--- src/rtl/uart_tx_arbiter.sv ---
// rtl/uart_tx_arbiter.sv - round-robin arbiter sharing one UART byte transmitter
//
// Purpose: accepts one byte at a time from NUM_REQ sources (round-robin,
// last-served gets lowest priority), launches it with a one-cycle tx_start
// pulse, then follows tx_busy until the frame completes. A launch that never
// sees tx_busy rise within ACK_TIMEOUT cycles is dropped and flagged.
//
// Optional feature macro: UART_ARB_LOCK_EN (adds req_last; holds the grant
// on one requester until it sends a byte marked last).
//
// Ports:
//   clk_50m      in   system clock, rising edge
//   rst_n        in   asynchronous active-low reset
//   req_valid    in   [NUM_REQ]   per-requester byte valid
//   req_data     in   [8*NUM_REQ] per-requester byte, requester i at [8*i+7:8*i]
//   req_last     in   [NUM_REQ]   (UART_ARB_LOCK_EN only) end of locked burst
//   req_ready    out  [NUM_REQ]   one-hot accept, combinational
//   tx_start     out  one-cycle launch pulse
//   tx_data      out  [8] byte held from launch until frame end
//   tx_busy      in   transmitter busy flag
//   grant_id     out  index of last accepted requester
//   active       out  high from acceptance until frame completes
//   err_timeout  out  sticky: tx_busy never rose after a launch
module uart_tx_arbiter #(
  parameter int NUM_REQ     = 4,
  parameter int ACK_TIMEOUT = 16,
  parameter int TO_WIDTH    = 5
) (
  input  logic                       clk_50m,
  input  logic                       rst_n,
  input  logic [NUM_REQ-1:0]         req_valid,
  input  logic [8*NUM_REQ-1:0]       req_data,
`ifdef UART_ARB_LOCK_EN
  input  logic [NUM_REQ-1:0]         req_last,
`endif
  output logic [NUM_REQ-1:0]         req_ready,
  output logic                       tx_start,
  output logic [7:0]                 tx_data,
  input  logic                       tx_busy,
  output logic [$clog2(NUM_REQ)-1:0] grant_id,
  output logic                       active,
  output logic                       err_timeout
);

  localparam int GW = $clog2(NUM_REQ);

  typedef enum logic [1:0] {
    S_IDLE,
    S_LAUNCH,
    S_WAIT_ACK,
    S_WAIT_DONE
  } state_t;

  state_t              state_q, state_d;
  logic [7:0]          data_q, data_d;
  logic [GW-1:0]       gid_q, gid_d;
  logic [TO_WIDTH-1:0] cnt_q, cnt_d;
  logic                err_q, err_d;
`ifdef UART_ARB_LOCK_EN
  logic                lock_q, lock_d;
`endif

  logic          win_found;
  logic [GW-1:0] win_idx;
  logic [GW-1:0] cand;
  logic          elig;
  logic          accept;

  // Winner search starts just after the last grant, so the requester served
  // most recently is considered last.
  always_comb begin
    win_found = 1'b0;
    win_idx   = '0;
    cand      = '0;
    elig      = 1'b0;
    for (int off = 1; off <= NUM_REQ; off++) begin
      cand = GW'((int'(gid_q) + off) % NUM_REQ);
`ifdef UART_ARB_LOCK_EN
      // While locked only the owner (the last grant) may win.
      elig = !lock_q || (cand == gid_q);
`else
      elig = 1'b1;
`endif
      if (!win_found && req_valid[cand] && elig) begin
        win_found = 1'b1;
        win_idx   = cand;
      end
    end
  end

  assign accept = (state_q == S_IDLE) && !tx_busy && win_found;

  // State and datapath registers
  always_ff @(posedge clk_50m or negedge rst_n) begin
    if (!rst_n) begin
      state_q <= S_IDLE;
      data_q  <= 8'h00;
      gid_q   <= GW'(NUM_REQ - 1);
      cnt_q   <= '0;
      err_q   <= 1'b0;
`ifdef UART_ARB_LOCK_EN
      lock_q  <= 1'b0;
`endif
    end else begin
      state_q <= state_d;
      data_q  <= data_d;
      gid_q   <= gid_d;
      cnt_q   <= cnt_d;
      err_q   <= err_d;
`ifdef UART_ARB_LOCK_EN
      lock_q  <= lock_d;
`endif
    end
  end

  // Next-state logic
  always_comb begin
    state_d = state_q;
    data_d  = data_q;
    gid_d   = gid_q;
    cnt_d   = cnt_q;
    err_d   = err_q;
`ifdef UART_ARB_LOCK_EN
    lock_d  = lock_q;
`endif
    case (state_q)
      S_IDLE: begin
        if (accept) begin
          data_d  = req_data[{win_idx, 3'b000} +: 8];
          gid_d   = win_idx;
          state_d = S_LAUNCH;
`ifdef UART_ARB_LOCK_EN
          lock_d  = !req_last[win_idx];
`endif
        end
      end
      S_LAUNCH: begin
        cnt_d   = '0;
        state_d = S_WAIT_ACK;
      end
      S_WAIT_ACK: begin
        if (tx_busy) begin
          state_d = S_WAIT_DONE;
        end else if (cnt_q == TO_WIDTH'(ACK_TIMEOUT - 1)) begin
          // Transmitter never acknowledged: drop the byte, no retry.
          err_d   = 1'b1;
          state_d = S_IDLE;
`ifdef UART_ARB_LOCK_EN
          lock_d  = 1'b0;
`endif
        end else begin
          cnt_d = cnt_q + 1'b1;
        end
      end
      S_WAIT_DONE: begin
        if (!tx_busy) begin
          state_d = S_IDLE;
        end
      end
      default: state_d = S_IDLE;
    endcase
  end

  // Outputs
  always_comb begin
    req_ready = '0;
    // rst_n gates ready so nothing handshakes while reset is held.
    if (rst_n && accept) begin
      req_ready[win_idx] = 1'b1;
    end
    tx_start    = (state_q == S_LAUNCH);
    active      = (state_q != S_IDLE);
    tx_data     = data_q;
    grant_id    = gid_q;
    err_timeout = err_q;
  end

endmodule

--- config.mk ---
export PLATFORM = sky130hd
export DESIGN_NAME = uart_tx_arbiter
export DESIGN_NICKNAME = d
export VERILOG_FILES = /design/src/rtl/uart_tx_arbiter.sv
export SDC_FILE = /design/constraint.sdc
export NUM_CORES = 1
export LEC_CHECK = 0
export CORE_MARGIN = 2
export CORE_UTILIZATION = 35
export DETAILED_ROUTE_END_ITERATION = 6
export PLACE_DENSITY = 0.63
export SYNTH_ARGS = -nofsm -noshare
export SYNTH_HDL_FRONTEND = slang
export SYNTH_SLANG_ARGS = --single-unit
export TNS_END_PERCENT = 30
--- constraint.sdc ---
create_clock -name clk_50m -period 2.3 [get_ports clk_50m]
set_input_delay 0.46 -clock clk_50m [delete_from_list [all_inputs] [get_ports clk_50m]]
set_output_delay 0.46 -clock clk_50m [all_outputs]
set_load 0.05 [all_outputs]
==> impl_metrics.csv, run 1 <==
group,metric,value,unit
run_status,result_of_the_run,"complete, no violations",
sta,grt_setup_unrepaired,"true",
sta,final_worst_path_period_need,2.28,ns
sta,max-slew-margin-rel,64.1,%
logic_synthesis,synthesis.yosys.warnings,0,
sta,slew_violations,0,
worst_setup_path,worst-endpoint-required,1.84,ns
logic_synthesis,synth_largest_area_cell,"dfrtp_1",
logic_synthesis,async_flop_share,100,%
logic_synthesis,synth_top_cells_by_area,"dfrtp_1, a211oi_2, mux2i_1, ha_1, a21boi_0",
logic_synthesis,postSynth.topFlopCell,"dfrtp_1",
worst_setup_path,startpoint_type,"register",
logic_synthesis,ys_seq_area_share,33.2,%
global_routing,groute.usage.overall,18.6,%
global_routing,grt_antenna_before_repair,0,
power,pwr_density_cell,1110,nW/um^2
routing,drt_iter0_markers,50,
logic_synthesis,synth-edff-count,0,
worst_setup_path,critical_path.endpoint_type,"output pin",
global_routing,grt_pass1_vias,1317,
layout,drive_above_1_share,28.2,%
worst_setup_path,critPathArrivalTime,1.82,ns
logic_synthesis,ys_types,33,
floorplan,design.portCount,56,
logic_synthesis,syn_avg_cell_area,9.47,sq um
logic_synthesis,synth.top_cell.area_share,29.4,%
floorplan,floorplan.rows,22,
floorplan,dieArea,4410,sq um
routing,post_drt_wl_per_cell,14.8,um
routing,dr_total_vias,1328,
hold_path,timing.hold.worst.class,"register to register",
job,max_cap_violations,0,
worst_setup_path,crit_fanout,3,
routing,route.detailed.drc,0,
layout,final_util,60.2,%
layout,final_cell_count_no_fill,261,
sta,final.period_utilization,99.0,%
global_routing,grt_start_max_net_pins,19,
routing,ant_nets,0,
layout,antenna-diode-count,0,
cts,cts.path.max_buffers,2,
sta,highest_attainable_clock_frequency,439,MHz
floorplan,core_footprint,3720,sq um
power,leakagePower,0.959,nW
sta,timing.final.hold_violations,0,
cts,htree_num_levels,1,
cts,cts_tree,"done",
sta,setup_viol,0,
logic_synthesis,synth_seq_cells,18,
cts,holdBufCountCts,0,
logic_synthesis,yosys.cell_count.top_type,"dfrtp_1",
logic_synthesis,postSynthNetCount,190,
cts,clock-root-buffer,"clkbuf_8",
layout,fillCellCount,331,
global_routing,residual_overflow_from_global_routing,0,
cts,clkLatencyLatePin,0.25,ns
logic_synthesis,synthesis.area,1360,sq um
layout,syn2layout_area_growth,64.0,%
routing,route.final.wire_length,3850,um
placement,detailed_place_hpwl,2950,um
placement,numPortBuffers,55,
worst_setup_path,crit_type,"register to output pin",
global_routing,grt_pass1_wl,6310,um
cts,tritoncts.num_buffers,3,
floorplan,floorplan.initialDensity,36.7,%
floorplan,dieHeight,66.4,um
placement,placement.cell_area,2140,sq um
logic_synthesis,postSynthCellCount,144,
layout,post_layout_net_count,260,
placement,placed_cells_incl_taps,252,
layout,layout.cell_area.non_filler,2240,sq um
routing,detailedRoute.firstPassIterationCount,4,
routing,vias_per_cell,5.09,
sta,fin_worst_skew,0.00215,ns
power,worst_voltage_drop_across_the_vdd_grid,0.000466,V
logic_synthesis,yosys-top-cells-count,"dfrtp_1, a211oi_2, o21ai_0",
placement,place_congestion,0.719,
cts,clk_transition_reported_paths,0.07,ns
sta,max_slew.worst_pin.slew,0.536,ns
power,p_total,2.49,mW
cts,clock_sink_count,18,
floorplan,die_width,66.4,um
-- what timing repair did --
action | CTS | global route
setup buffers | 1 | 4
endpoints found under the setup margin | 4 | 5
pin swaps | 6 | 6
gates resized for setup | 5 | 6
-- metrics by stage --
stage	setup WS, ns	setup TNS [ns]	hold WS, ns
floorplan	-0.0438	-0.175	0.164
global route	-0.0288	-0.0582	0.526
global placement	-0.120	-0.972	0.457
finish	0.0238	0	0.483
CTS	-0.0423	-0.0895	0.491
detailed placement	-0.160	-1.51	0.472
-- path summary, 6_finish.rpt --
check,from,end,slack (ns),cells past startpoint
min in group asynchronous,rst_n,state_q[1]$_DFFE_PN0P_,0.68,2
worst max-delay path,grant_id[1]$_DFFE_PN1P_,req_ready[0],0.02,5
worst min-delay path,err_timeout$_DFFE_PN0P_,err_timeout$_DFFE_PN0P_,0.48,1
worst max register to register,grant_id[1]$_DFFE_PN1P_,tx_data[2]$_DFFE_PN0P_,0.20,7
max in group asynchronous,rst_n,grant_id[0]$_DFFE_PN1P_,1.35,2
worst min register to register,err_timeout$_DFFE_PN0P_,err_timeout$_DFFE_PN0P_,0.48,1
-- power by group --
part           switching (mW)  total (mW)  internal, mW
clock                   0.113       0.265         0.152
sequential             0.0975       0.554         0.457
combinational            1.00        1.67         0.668
total                    1.21        2.49          1.28
-- cells by family (layout without fill, tap and decap cells) --
group	after synthesis	in the layout	share of synthesized area, %
compound gates	52	52	31.4
fa+ha+maj	7	7	6.42
buf+inv	18	87	7.34
flops	18	18	33.2
mux	10	10	7.71
simple gates	39	39	13.9
-- routing by layer --
metal	global-route usage, %	vias to the layer above	share of wire [%]
met5	0	-	0
met2	29.9	25	49
li1	-	661	-
met3	2.56	2	3.2
met1	25.4	640	47
met4	6.38	0	0.86
-- layout make-up --
class	count	area, sq um	share of cell area [%]
Multi-Input combinational cell	108	892	39.9
Timing Repair Buffer	71	722	32.3
Sequential cell	18	459	20.5
Tap cell	48	60.1	2.68
Clock buffer	4	55.1	2.46
Inverter	12	48.8	2.18
-- cell usage in the layout (no fill, tap or decap), types with 2 or more instances in the layout --
master,count
clkdlybuf4s50_1,45
buf_4,16
a211oi_2,14
dfrtp_1,14
nor2_1,12
o21ai_0,12
inv_1,9
mux2i_1,9
a21boi_0,8
nand2_1,7
a21oi_1,7
ha_1,6
nor3_4,5
buf_12,5
clkbuf_8,4
dlygate4sd2_1,3
nand2_2,2
a31oi_1,2
and2_1,2
inv_2,2
a211oi_1,2
dlymetal6s2s_1,2
dfrtp_2,2
-- worst max-delay path, stage by stage (launching register included) --
cell	delay, ns
dfstp_4	0.64
mux2_4	0.32
a22oi_4	0.16
nand2_2	0.12
nor3_4	0.16
buf_12	0.16
-- sequential cells by signal (all words and copies together) (netlist names) --
name,cells
grant_id,2
err_timeout,1
cnt_q,5
tx_data,8
state_q,2
No activity file was read; power rests on OpenSTA's default activity.
==> run 2, diff against run 1 <==
--- a/config.mk
+++ b/config.mk
@@ -8,7 +8,7 @@
 export CORE_MARGIN = 2
 export CORE_UTILIZATION = 35
 export DETAILED_ROUTE_END_ITERATION = 6
-export PLACE_DENSITY = 0.63
+export PLACE_DENSITY = 0.66
 export SYNTH_ARGS = -nofsm -noshare
 export SYNTH_HDL_FRONTEND = slang
 export SYNTH_SLANG_ARGS = --single-unit
==> constraint.sdc (replaced) <==
create_clock -name clk_50m -period 1.93 [get_ports clk_50m]
set_input_delay 0.386 -clock clk_50m [delete_from_list [all_inputs] [get_ports clk_50m]]
set_output_delay 0.386 -clock clk_50m [all_outputs]
set_load 0.05 [all_outputs]
==> impl_metrics.csv, run 2 (synthesis gave the netlist of run 1 again) <==
group,metric,value,unit
job,max_cap_violations,0,
power,switching_share,45.9,%
routing,route.final.wire_length,4030,um
routing,drt_iter0_markers,50,
routing,detailedRoute.firstPassIterationCount,4,
sta,slew_violations,0,
worst_setup_path,setup.reg_to_reg.worst_slack,-0.17,ns
hold_path,timing.hold.worst.class,"register to register",
worst_setup_path,worst-endpoint-required,1.54,ns
layout,drive_above_1_share,37.4,%
worst_setup_path,path_buf_inv,1,
worst_setup_path,critPathArrivalTime,1.84,ns
layout,fillCellCount,315,
cts,clk_transition_reported_paths,0.07,ns
global_routing,grt_pass1_wl,6330,um
sta,max-slew-margin-rel,66.2,%
worst_setup_path,reg2reg_from,"grant_id[1]$_DFFE_PN1P_",
sta,timing.final.hold_violations,0,
cts,holdBufCountCts,0,
hold_path,hold_crit_endpoint,"err_timeout$_DFFE_PN0P_",
sta,total_negative_setup_slack,-2.20,ns
cts,cts.path.max_buffers,2,
global_routing,groute.usage.overall,18.5,%
hold_path,whs_path_depth,1,
worst_setup_path,crit_fanout,4,
worst_setup_path,startpoint_type,"register",
hold_path,hold_start,"err_timeout$_DFFE_PN0P_",
run_status,violations_in_the_final_reports,"negative setup slack",
worst_setup_path,critical_path.endpoint_type,"output pin",
sta,final.period_utilization,116,%
cts,clock-root-buffer,"clkbuf_8",
layout,mostFrequentLayoutCell,"clkdlybuf4s50_1",
routing,ant_nets,0,
worst_setup_path,cp_slowest_cell,"dfstp_4",
sta,max_slew.worst_pin.slew,0.505,ns
placement,detailed_place_hpwl,3140,um
sta,highest_attainable_clock_frequency,449,MHz
routing,dr_total_vias,1391,
placement,place_congestion,0.757,
run_status,result_of_the_run,"finished, violations left",
power,combPwrFrac,71.5,%
routing,route.detailed.drc,0,
floorplan,dieArea,4410,sq um
worst_setup_path,rr_endpoint,"tx_data[3]$_DFFE_PN0P_",
routing,post_drt_wl_per_cell,14.5,um
floorplan,die_width,66.4,um
sta,timing.final.ws_setup,-0.300,ns
cts,clkLatencyLatePin,0.25,ns
power,pwr_density_cell,1360,nW/um^2
sta,grt_setup_unrepaired,"true",
layout,largest_register_ff_count,8,
layout,antenna-diode-count,0,
floorplan,dieHeight,66.4,um
cts,cts_tree,"done",
power,worst_voltage_drop_across_the_vdd_grid,0.000551,V
global_routing,grt_pass1_vias,1402,
power,netSwitchingPower,1.53,mW
cts,htree_num_levels,1,
layout,layout_common_cells,"clkdlybuf4s50_1, buf_4, dfrtp_1",
global_routing,grt_start_max_net_pins,19,
cts,tritoncts.num_buffers,3,
sta,setup_viol,12,
power,leakagePower,1.06,nW
power,proportion_of_power_drawn_by_the_clock_network,9.3,%
worst_setup_path,crit_family,"flip-flops",
worst_setup_path,cp_slowest_stage_delay,0.65,ns
cts,clock_sink_count,18,
global_routing,grt_antenna_before_repair,0,
floorplan,design.portCount,56,
sta,final_worst_path_period_need,2.23,ns
worst_setup_path,reg2reg_depth,7,
worst_setup_path,crit_type,"register to output pin",
floorplan,floorplan.rows,22,
floorplan,core_footprint,3720,sq um
worst_setup_path,critical_path.cell_chain,"mux2_4, a22oi_4, nand2_2, nor3_4, buf_12",
global_routing,residual_overflow_from_global_routing,0,
power,internal_power,1.80,mW
layout,post_layout_net_count,277,
routing,vias_per_cell,5.00,
floorplan,floorplan.initialDensity,36.7,%
sta,fin_worst_skew,0.00220,ns
layout,syn2layout_area_growth,79.6,%
placement,numPortBuffers,55,
power,sequentialPowerShare,19.3,%
placement,detailedPlace.worstSlack,-0.426,ns
[run 2: changes by cell type in the layout (fill, tap and decap cells not counted), moves of 3 or more]
cell and change:
buf_12 +3, buf_4 +15, clkdlybuf4s50_1 -3, mux2i_1 -4, mux2i_2 +3
[run 2: layer usage]
layer	global-route usage [%]	wire (um)	vias up
met2	33.1	2140	25
met1	23.5	1760	671
li1	-	-	691
met3	1.36	88	4
met5	0	0	-
met4	5.36	43	0
[run 2: repair_timing]
item / in CTS / in global routing
resized for setup: 10 / 9
endpoints found under the setup margin: 12 / 17
pin swaps: 11 / 8
gates cloned: 0 / 1
buffers inserted: 2 / 4
[run 2: layout make-up]
class	instances	area [sq um]	share of cell area (%)
multi-input combinational	108	930	37.9
timing repair buffer	88	900	36.7
inverter	12	48.8	1.99
sequential	18	457	18.6
tap	48	60.1	2.45
clock buffer	4	55.1	2.25
[run 2: worst max-delay path by stage]
| stage | to | startpoint | slack (ns) | depth (start not counted) |
|---|---|---|---|---|
| floorplan | req_ready[0] | state_q[1]$_DFFE_PN0P_ | -0.34 | 6 |
| finish | req_ready[2] | grant_id[1]$_DFFE_PN1P_ | -0.30 | 5 |
| global placement | req_ready[2] | req_valid[0] | -0.33 | 6 |
| detailed placement | req_ready[2] | req_valid[0] | -0.43 | 6 |
| global route | req_ready[2] | grant_id[1]$_DFFE_PN1P_ | -0.36 | 5 |
| CTS | req_ready[2] | grant_id[1]$_DFFE_PN1P_ | -0.31 | 5 |
[run 2: worst register-to-register path: stages (launching register included)]
cell	delay, ns
dfstp_4	0.65
mux2_4	0.32
a22oi_4	0.17
and2_4	0.22
buf_6	0.13
buf_12	0.13
mux2i_2	0.25
a211oi_2	0.10
[run 2: per-stage QoR]
stage / area (sq um) / utilization, % / total power, mW / hold slack (ns) / instances
6_report: 2450 / 65.9 / 3.34 / 0.487 / 278
3_3_place_gp: 2280 / 61.2 / 2.79 / 0.458 / 267
4_1_cts: 2360 / 63.5 / 3.21 / 0.492 / 273
5_1_grt: 2450 / 65.9 / 3.52 / 0.506 / 278
3_5_place_dp: 2280 / 61.2 / 2.84 / 0.472 / 267
2_1_floorplan: 1450 / - / 2.00 / 0.0904 / 144
[run 2: power groups by stage]
stage / combinational [mW] / clock (mW) / sequential, mW
5_1_grt: 2.53 / 0.337 / 0.658
4_1_cts: 2.25 / 0.321 / 0.637
6_report: 2.39 / 0.310 / 0.643
2_1_floorplan: 0.984 / 0 / 1.02
3_3_place_gp: 2.15 / 0 / 0.637
3_5_place_dp: 2.20 / 0 / 0.644
